==> src/rtl/tartaruga_pkg.sv <==
// tartaruga_pkg: shared types for the tartaruga core.
// Holds the store buffer sizing, its index type, the entry record and the
// wrap-bit pointer used for circular head/commit/tail bookkeeping.
package tartaruga_pkg;

  typedef logic [31:0] bus32_t;

  localparam int STORE_BUFFER_SIZE = 4;
  localparam int SB_IDX_W          = $clog2(STORE_BUFFER_SIZE);

  typedef logic [SB_IDX_W-1:0] store_buffer_idx_t;

  // One buffered store: word address, lane-aligned data and byte enables.
  typedef struct packed {
    bus32_t     addr;
    bus32_t     data;
    logic [3:0] be;
  } sb_entry_t;

  // Circular pointer: the extra wrap bit distinguishes full from empty.
  typedef struct packed {
    logic              wrap;
    store_buffer_idx_t idx;
  } sb_ptr_t;

  localparam bus32_t SB_WORD_MASK = 32'hFFFF_FFFC;

  // Two byte addresses fall in the same aligned 32-bit word.
  function automatic logic same_word(input bus32_t a, input bus32_t b);
    return ((a ^ b) & SB_WORD_MASK) == '0;
  endfunction

endpackage

==> src/rtl/sb_fwd_search.sv <==
// sb_fwd_search: combinational youngest-match search over the store buffer.
// Looks at the live entries [head, tail) and reports whether the youngest
// store to the load's word fully covers it (hit) or only partly (stall).
module sb_fwd_search
  import tartaruga_pkg::*;
#(
  parameter  int SB_SIZE = STORE_BUFFER_SIZE,
  localparam int IDX_W   = $clog2(SB_SIZE)
) (
  input  sb_entry_t      entries_i [SB_SIZE],
  input  logic [IDX_W:0] head_i,
  input  logic [IDX_W:0] tail_i,
  input  bus32_t         ld_addr_i,
  output logic           hit_o,
  output logic           stall_o,
  output bus32_t         data_o
);

  logic [IDX_W:0] occupancy;
  assign occupancy = tail_i - head_i;

  // Walk oldest to youngest so a younger match overrides any older one.
  always_comb begin
    logic [IDX_W-1:0] slot;
    // NOTE: every variable written here gets a default before any branch,
    // otherwise paths that skip an assignment would infer a latch.
    hit_o   = 1'b0;
    stall_o = 1'b0;
    data_o  = '0;
    slot    = '0;
    for (int k = 0; k < SB_SIZE; k++) begin
      slot = head_i[IDX_W-1:0] + IDX_W'(k);
      if (((IDX_W+1)'(k) < occupancy) && same_word(entries_i[slot].addr, ld_addr_i)) begin
        if (entries_i[slot].be == 4'hF) begin
          hit_o   = 1'b1;
          stall_o = 1'b0;
          data_o  = entries_i[slot].data;
        end else begin
          hit_o   = 1'b0;
          stall_o = 1'b1;
          data_o  = '0;
        end
      end
    end
  end

endmodule

==> src/rtl/store_buffer.sv <==
// store_buffer: circular buffer of stores between MEM and data memory.
// [head, cptr) holds committed stores waiting to drain in order;
// [cptr, tail) holds speculative stores that a flush may discard.
module store_buffer
  import tartaruga_pkg::*;
#(
  parameter  int SB_SIZE = STORE_BUFFER_SIZE,
  localparam int IDX_W   = $clog2(SB_SIZE)
) (
  input  logic             clk_i,
  input  logic             rst_i,
  // allocation from MEM
  input  logic             alloc_valid_i,
  output logic             alloc_ready_o,
  input  bus32_t           alloc_addr_i,
  input  bus32_t           alloc_data_i,
  input  logic [3:0]       alloc_be_i,
  output logic [IDX_W-1:0] alloc_idx_o,
  // commit from the ROB
  input  logic             commit_valid_i,
  input  logic [IDX_W-1:0] commit_idx_i,
  input  logic             flush_i,
  // drain to data memory
  output logic             dmem_req_valid_o,
  input  logic             dmem_req_ready_i,
  output bus32_t           dmem_addr_o,
  output bus32_t           dmem_data_o,
  output logic [3:0]       dmem_be_o,
  // load forwarding
  input  bus32_t           ld_addr_i,
  output logic             fwd_hit_o,
  output bus32_t           fwd_data_o,
  output logic             fwd_stall_o,
  output logic             empty_o
);

  typedef logic [IDX_W:0] ptr_t;
  localparam ptr_t PTR_ONE = ptr_t'(1);

  ptr_t      head_q, head_d;
  ptr_t      cptr_q, cptr_d;
  ptr_t      tail_q, tail_d;
  sb_entry_t entries_q [SB_SIZE];
  sb_entry_t head_entry;

  logic full;
  logic alloc_fire;
  logic commit_fire;
  logic drain_fire;

  assign full    = (tail_q - head_q) == ptr_t'(SB_SIZE);
  assign empty_o = (tail_q == head_q);

  // Allocation never bypasses a same-cycle drain: readiness uses registered pointers only.
  assign alloc_ready_o = !full;
  assign alloc_idx_o   = tail_q[IDX_W-1:0];
  assign alloc_fire    = alloc_valid_i && !full && !flush_i;

  // Commits must name the oldest uncommitted entry; anything else is ignored.
  assign commit_fire = commit_valid_i && (cptr_q != tail_q) &&
                       (commit_idx_i == cptr_q[IDX_W-1:0]);

  // The oldest committed store drives the memory request directly.
  assign head_entry       = entries_q[head_q[IDX_W-1:0]];
  assign dmem_req_valid_o = (head_q != cptr_q);
  assign dmem_addr_o      = head_entry.addr;
  assign dmem_data_o      = head_entry.data;
  assign dmem_be_o        = head_entry.be;
  assign drain_fire       = dmem_req_valid_o && dmem_req_ready_i;

  // Pointer next state: a same-cycle commit is applied before the flush so it survives.
  always_comb begin
    head_d = head_q;
    cptr_d = cptr_q;
    tail_d = tail_q;
    if (drain_fire)  head_d = head_q + PTR_ONE;
    if (commit_fire) cptr_d = cptr_q + PTR_ONE;
    if (flush_i) begin
      tail_d = cptr_d;
    end else if (alloc_fire) begin
      tail_d = tail_q + PTR_ONE;
    end
  end

  // Pointer registers with synchronous reset; a pending drain request simply vanishes.
  always_ff @(posedge clk_i) begin
    // NOTE: state registers use non-blocking assignments so every flop samples
    // the pre-edge values regardless of statement order.
    if (rst_i) begin
      head_q <= '0;
      cptr_q <= '0;
      tail_q <= '0;
    end else begin
      head_q <= head_d;
      cptr_q <= cptr_d;
      tail_q <= tail_d;
    end
  end

  // Entry storage written at tail on each accepted allocation.
  always_ff @(posedge clk_i) begin
    // NOTE: the entry array has no reset; pointers alone decide which slots are
    // live, so resetting the data would only cost flops and routing.
    if (alloc_fire) begin
      entries_q[tail_q[IDX_W-1:0]] <= '{addr: alloc_addr_i, data: alloc_data_i, be: alloc_be_i};
    end
  end

  sb_fwd_search #(
    .SB_SIZE (SB_SIZE)
  ) u_fwd_search (
    .entries_i (entries_q),
    .head_i    (head_q),
    .tail_i    (tail_q),
    .ld_addr_i (ld_addr_i),
    .hit_o     (fwd_hit_o),
    .stall_o   (fwd_stall_o),
    .data_o    (fwd_data_o)
  );

endmodule
==> config.mk <==
export PLATFORM = sky130hd
export DESIGN_NAME = store_buffer
export DESIGN_NICKNAME = d
export VERILOG_FILES = /design/src/rtl/tartaruga_pkg.sv /design/src/rtl/sb_fwd_search.sv /design/src/rtl/store_buffer.sv
export SDC_FILE = /design/constraint.sdc
export NUM_CORES = 1
export LEC_CHECK = 0
export CORE_AREA = 2 2 189 191
export DETAILED_ROUTE_END_ITERATION = 7
export DIE_AREA = 0 0 191 193
export PLACE_DENSITY = 0.78
export SETUP_SLACK_MARGIN = 0.4
export SLEW_MARGIN = 10
export SYNTH_ARGS = -nofsm -noshare
export SYNTH_HDL_FRONTEND = slang
export SYNTH_SLANG_ARGS = --single-unit
==> constraint.sdc <==
create_clock -name clk_i -period 5.2 [get_ports clk_i]
set_input_delay 0.52 -clock clk_i [delete_from_list [all_inputs] [get_ports clk_i]]
set_output_delay 0.52 -clock clk_i [all_outputs]
set_load 0.005 [all_outputs]
==> out/metrics.cfg, run 1 <==
[power]
vdd_drop_max_v=0.000268
power_density_mw_per_mm2=281
leakage_uw=0.00719

[sta]
tightest_slew_ns=1.08
finalCriticalPeriod_ns=4.73
relSlewSlack_pct=28.3
finalSetupViolCount=0
max_freq_mhz=211
fin_worst_skew_ns=0.0288
finalHoldViolations=0
fin_crit_sh_pct=91.0
finalWorstSetupSlack_ns=0.469
setup-tns-final_ns=0
whs_ns=0.550
rsz0062_at_grt=yes
maxSlewViolCount=0

[routing]
vias=12800
drtIter0Drc=1436
via_per_inst=6.73
drt_wl_total_um=50900
first_pass_iters=7
drc=0
ant_nets=0
wl_per_cell_um=26.8

[status]
status=finished clean

[logic_synthesis]
yosysTopAreaCellShare_pct=44.7
syn_nets=1322
synth_ff_type=edfxtp_1
ys_warn_count=0
synth_cells=1205
async_flop_share_pct=0
synth_cell_types=56
synth_area_leader_cell=edfxtp_1
ys_ff_latch=281
synth_area_mm2=0.0183
synth_top_cells_by_count=272 x edfxtp_1, 233 x mux4_2, 104 x xnor2_1
synth_edf_count=272
synthTopCellsByArea=edfxtp_1 45%, mux4_2 29%, xnor2_1 5.0%, mux2i_1 4.2%, nand2_1 1.6%
synth_seq_area_share_pct=45.7
synth_most_common_cell=edfxtp_1
syn_avg_cell_area_um2=15.2

[global_routing]
grt_max_degree=68
grt_pass1_wl_um=74500
antenna_found_initial=5
grt_pass1_vias=12500
overflow=0
track_usage_pct=27.2

[placement]
portBuffers=212
place_inst=1799
dp_hpwl_um=31600
gp_congestion=0.926
place_ws_ns=0.188

[final_layout]
syn_to_final_growth_pct=23.9
multi_input_area_mm2=0.00958
nets=1529
drive_gt1_share_pct=31.2
nFillCells=2447
fin_util_pct=64.8
ff_latch_area_mm2=0.00836
layoutNonFillerInstCount=1900

[critical_path]
cp_data_required_time_ns=4.68
cp-end-kind=output pin
slowest_delay_ns=0.52
cpMaxStageDelayCell=mux4_2
startpoint_type=register
crit_family=simple AND/OR/NAND/NOR gates
ff2ff_path_depth=9
cp_num_buf_inv=5
cp_max_fo=18
r2r_setup_slack_ns=1.78
crit_arrival_ns=4.21
r2r_end=entries_q[62]$_DFFE_PP_
path_depth=12
crit_path_frequent_cell=buf_12
crit_type=register to output pin
critical_path.cell_chain=buf_12 -> buf_12 -> buf_12 -> mux4_2 -> xor2_1 -> nor4_1 -> nand4_1 -> or4_4 -> or2_4 -> buf_12 -> a311oi_2 -> dlygate4sd2_1
regToRegStartpoint=tail_q[0]$_SDFFE_PP0P_

[floorplanning]
dieArea_mm2=0.0369
initial_utilization_pct=52.3
die_y_um=193
core_mm2=0.0350
num_io_pins=215
rows=69
die_x_um=191

[clock_network]
h-tree-depth=1
cts_tree=yes
cts_inserted_buffers=31
clkLatencyLatePin_ns=0.60
hold_buffers=0
clockBufferDepth=3
cts.clk_slew.worst_paths_ns=0.06
cts-root-buf=clkbuf_16
cts.sinks=281

[min_path]
hp-class=input port to register
whs_endpoint=entries_q[219]$_DFFE_PP_
whs_path_depth=1
hp-start=alloc_data_i[11]

[run]
maxCapViolations=0

==> through the flow <==
| step | total power (uW) | instance area, um^2 |
|---|---|---|
| detailed placement | 4100 | 20800 |
| finish | 6360 | 22700 |
| global route | 6570 | 22700 |
| CTS | 6320 | 22500 |
| global placement | 4070 | 20800 |
| floorplan | 3610 | 18300 |
==> kinds of logic (layout without fill, tap and decap cells) <==
logic type | Yosys count | in the layout | share of synthesized area, %
AO/OA/AOI/OAI | 89 | 89 | 3.79
XOR/XNOR | 135 | 135 | 6.54
adder cells (fa/ha/maj) | 9 | 9 | 0.657
buffers and inverters | 154 | 385 | 3.95
flip-flops | 281 | 281 | 45.7
multiplexers | 311 | 311 | 33.0
other | 0 | 3 | 0
AND/OR/NAND/NOR | 226 | 226 | 6.41
==> cells in the final DEF, fill, tap and decap left out, types with 30 or more instances in the layout <==
| master | count |
|---|---|
| edfxtp_1 | 272 |
| clkbuf_16 | 33 |
| mux2i_1 | 72 |
| nor2b_1 | 32 |
| xor2_1 | 30 |
| clkdlybuf4s50_1 | 178 |
| inv_1 | 40 |
| buf_4 | 39 |
| xnor2_1 | 94 |
| nor4_1 | 35 |
| nand2_1 | 80 |
| mux4_2 | 233 |
==> metal layers <==
layer	up-vias	part of all wire (%)	track usage (%)
li1	5378	-	-
met1	6525	39	38.0
met2	754	48	43.2
met3	119	9.9	5.12
met4	6	3.3	9.54
met5	-	0.075	0
==> worst max path at each step <==
stage | slack [ns] | endpoint | startpoint
after floorplan | 1.46 | entries_q[0]$_DFFE_PP_ | tail_q[0]$_SDFFE_PP0P_
after global placement | 0.27 | fwd_data_o[11] | head_q[0]$_SDFFE_PP0P_
after detailed placement | 0.19 | fwd_data_o[21] | head_q[0]$_SDFFE_PP0P_
after CTS | 0.35 | fwd_data_o[14] | head_q[0]$_SDFFE_PP0P_
after global routing | 0.38 | fwd_data_o[21] | head_q[0]$_SDFFE_PP0P_
final | 0.47 | fwd_stall_o | head_q[0]$_SDFFE_PP0P_
==> repair_timing <==
item,CTS,global route
setup buffers,19,12
resized for setup,143,63
setup endpoints to repair,34,34
endpoints found under the hold margin,0,0
cloned,8,2
pin swaps,17,19
==> flip-flops by register name, summed over array words and instances (netlist names) <==
signal     cells
entries_q    272
cptr_q         3
head_q         3
tail_q         3
==> where the power goes <==
part           switching, uW  internal (uW)
logic                    745            877
registers               48.9           2560
clock network            891           1240
==> area by class of cell <==
type,instances,share of cell area [%]
diodes,3,0.0331
clock buffers,38,3.54
clock inverters,19,0.790
inverters,41,0.679
multi-input cells,770,42.3
flip-flops and latches,281,36.9
well taps,461,2.55
repair buffers,287,13.3
No activity file was read; power rests on OpenSTA's default activity.
==> run 2: changes to the inputs <==
Settings changed: GPL_TIMING_DRIVEN from default to 0, MAX_ROUTING_LAYER from default to met4.
==> out/metrics.cfg, run 2 (synthesized netlist as in run 1, its figures left out) <==
[status]
status=finished clean

[sta]
rsz0062_at_grt=yes
max_freq_mhz=205
finalCriticalPeriod_ns=4.88
tightest_slew_ns=0.977
finalHoldViolations=0
relSlewSlack_pct=34.9
fin_worst_skew_ns=0.0163
fin_crit_sh_pct=93.8
maxSlewViolCount=0
finalSetupViolCount=0
setup-tns-final_ns=0

[power]
swShare_pct=27.6
power_frac_clock_pct=35.4
p_switching_uw=1870
comb_power_share_pct=26.3
leakage_uw=0.00763
vdd_drop_max_v=0.000282
internal_power_uw=4920
seqPwrFrac_pct=38.4
power_density_mw_per_mm2=288
power_uw=6790

[critical_path]
slowest_delay_ns=0.59
crit_arrival_ns=4.36
startpoint_type=register
crit_path_frequent_cell=buf_12
regToRegStartpoint=head_q[0]$_SDFFE_PP0P_
cp-end-kind=output pin
crit_start=head_q[0]$_SDFFE_PP0P_
path_depth=16
cp_data_required_time_ns=4.68
critical_path.cell_chain=ha_4 -> buf_12 -> mux4_2 -> xor2_4 -> nor4_4 -> nand4_1 -> or4_4 -> or2_4 -> buf_12 -> nand3_4 -> buf_12 -> buf_12 -> buf_8 -> buf_6 -> o221ai_2 -> buf_2
crit_type=register to output pin
cp_max_fo=6
ff2ff_path_depth=13
crit_family=simple AND/OR/NAND/NOR gates
cpMaxStageDelayCell=or4_4
cp_num_buf_inv=7

[final_layout]
nFillCells=2386
nets=1614
syn_to_final_growth_pct=28.9
final_cell_mix=272 x edfxtp_1, 233 x mux4_2, 158 x clkdlybuf4s50_1
drive_gt1_share_pct=36.3
final_common_cell=edfxtp_1
largest_register_ffs=272

[floorplanning]
dieArea_mm2=0.0369
die_y_um=193
initial_utilization_pct=52.3
die_x_um=191
num_io_pins=215
core_mm2=0.0350
rows=69

[min_path]
hp-class=input port to register
hp-start=rst_i
whs_path_depth=2

[clock_network]
clkLatencyLatePin_ns=0.59
h-tree-depth=1
hold_buffers=0
cts-root-buf=clkbuf_16
cts_tree=yes
cts.sinks=281
clockBufferDepth=3
cts.clk_slew.worst_paths_ns=0.06
cts_inserted_buffers=31

[routing]
drc=0
wl_per_cell_um=29.7
drtIter0Drc=1802
ant_nets=0
vias=13700
first_pass_iters=5
drt_wl_total_um=58900
via_per_inst=6.90

[placement]
gp_congestion=0.984
portBuffers=192
dp_hpwl_um=40200

[global_routing]
track_usage_pct=32.8
antenna_found_initial=1
grt_max_degree=49
grt_pass1_vias=13200
overflow=0
grt_pass1_wl_um=85800

[run]
maxCapViolations=0

==> run 2: cell types whose count changed in the layout (fill, tap and decap cells not counted), sizes merged, moves of 3 or more <==
cell	before	now
buf	97	133
bufbuf	4	0
bufinv	3	6
clkbuf	45	116
clkdlybuf4s50	178	158
clkinv	14	9
clkinvlp	1	5
==> run 2: worst paths after layout <==
kind / end / slack (ns)
setup / recovery: fwd_data_o[13] / 0.32
hold reg to reg: cptr_q[2]$_SDFF_PP0_ / 0.62
setup reg to reg: head_q[2]$_SDFFE_PP0P_ / 1.97
hold / removal: cptr_q[1]$_SDFF_PP0_ / 0.30
==> run 2: power by group through the flow <==
stage / clock network [uW] / logic (uW) / registers, uW
after floorplan: 0 / 971 / 2640
after global placement: 0 / 1510 / 2650
after detailed placement: 0 / 1540 / 2650
after CTS: 2410 / 1700 / 2600
after global routing: 2500 / 1860 / 2610
final: 2400 / 1780 / 2610
==> run 2: area by class of cell <==
| cell class | instances | area, um^2 | area share, % |
|---|---|---|---|
| diodes | 2 | 5.00 | 0.0212 |
| plain buffers | 113 | 961 | 4.08 |
| clock buffers | 36 | 825 | 3.50 |
| clock inverters | 22 | 307 | 1.30 |
| inverters | 41 | 154 | 0.653 |
| multi-input cells | 770 | 9890 | 42.0 |
| flip-flops and latches | 281 | 8360 | 35.5 |
| well taps | 461 | 577 | 2.45 |
| repair buffers | 259 | 2490 | 10.6 |
==> run 2: timing repair <==
item	CTS	global route
gates cloned	1	1
resized for setup	253	95
setup buffers	36	25
pin swaps	22	20
setup endpoints to repair	69	49
endpoints found under the hold margin	0	0
==> run 2: per-layer routing <==
metal | vias to the layer above | track usage (%) | wire length [um]
met1 | 6963 | 46.1 | 22700
li1 | 5535 | - | -
met2 | 1043 | 49.1 | 27400
met5 | - | - | 0
met3 | 162 | 5.86 | 6400
met4 | 0 | 10.5 | 2350
==> run 2: per-stage QoR <==
step,cell area (um^2),util [%],cells,worst slack (ns),hold WS (ns)
2_1_floorplan,18300,-,1205,1.46,0.556
6_report,23600,67.4,1985,0.323,0.304
4_1_cts,23200,66.4,1957,0.312,0.298
3_3_place_gp,20800,59.4,1858,-0.587,0.592
3_5_place_dp,20900,59.8,1862,-0.600,0.612
5_1_grt,23600,67.4,1984,0.250,0.328
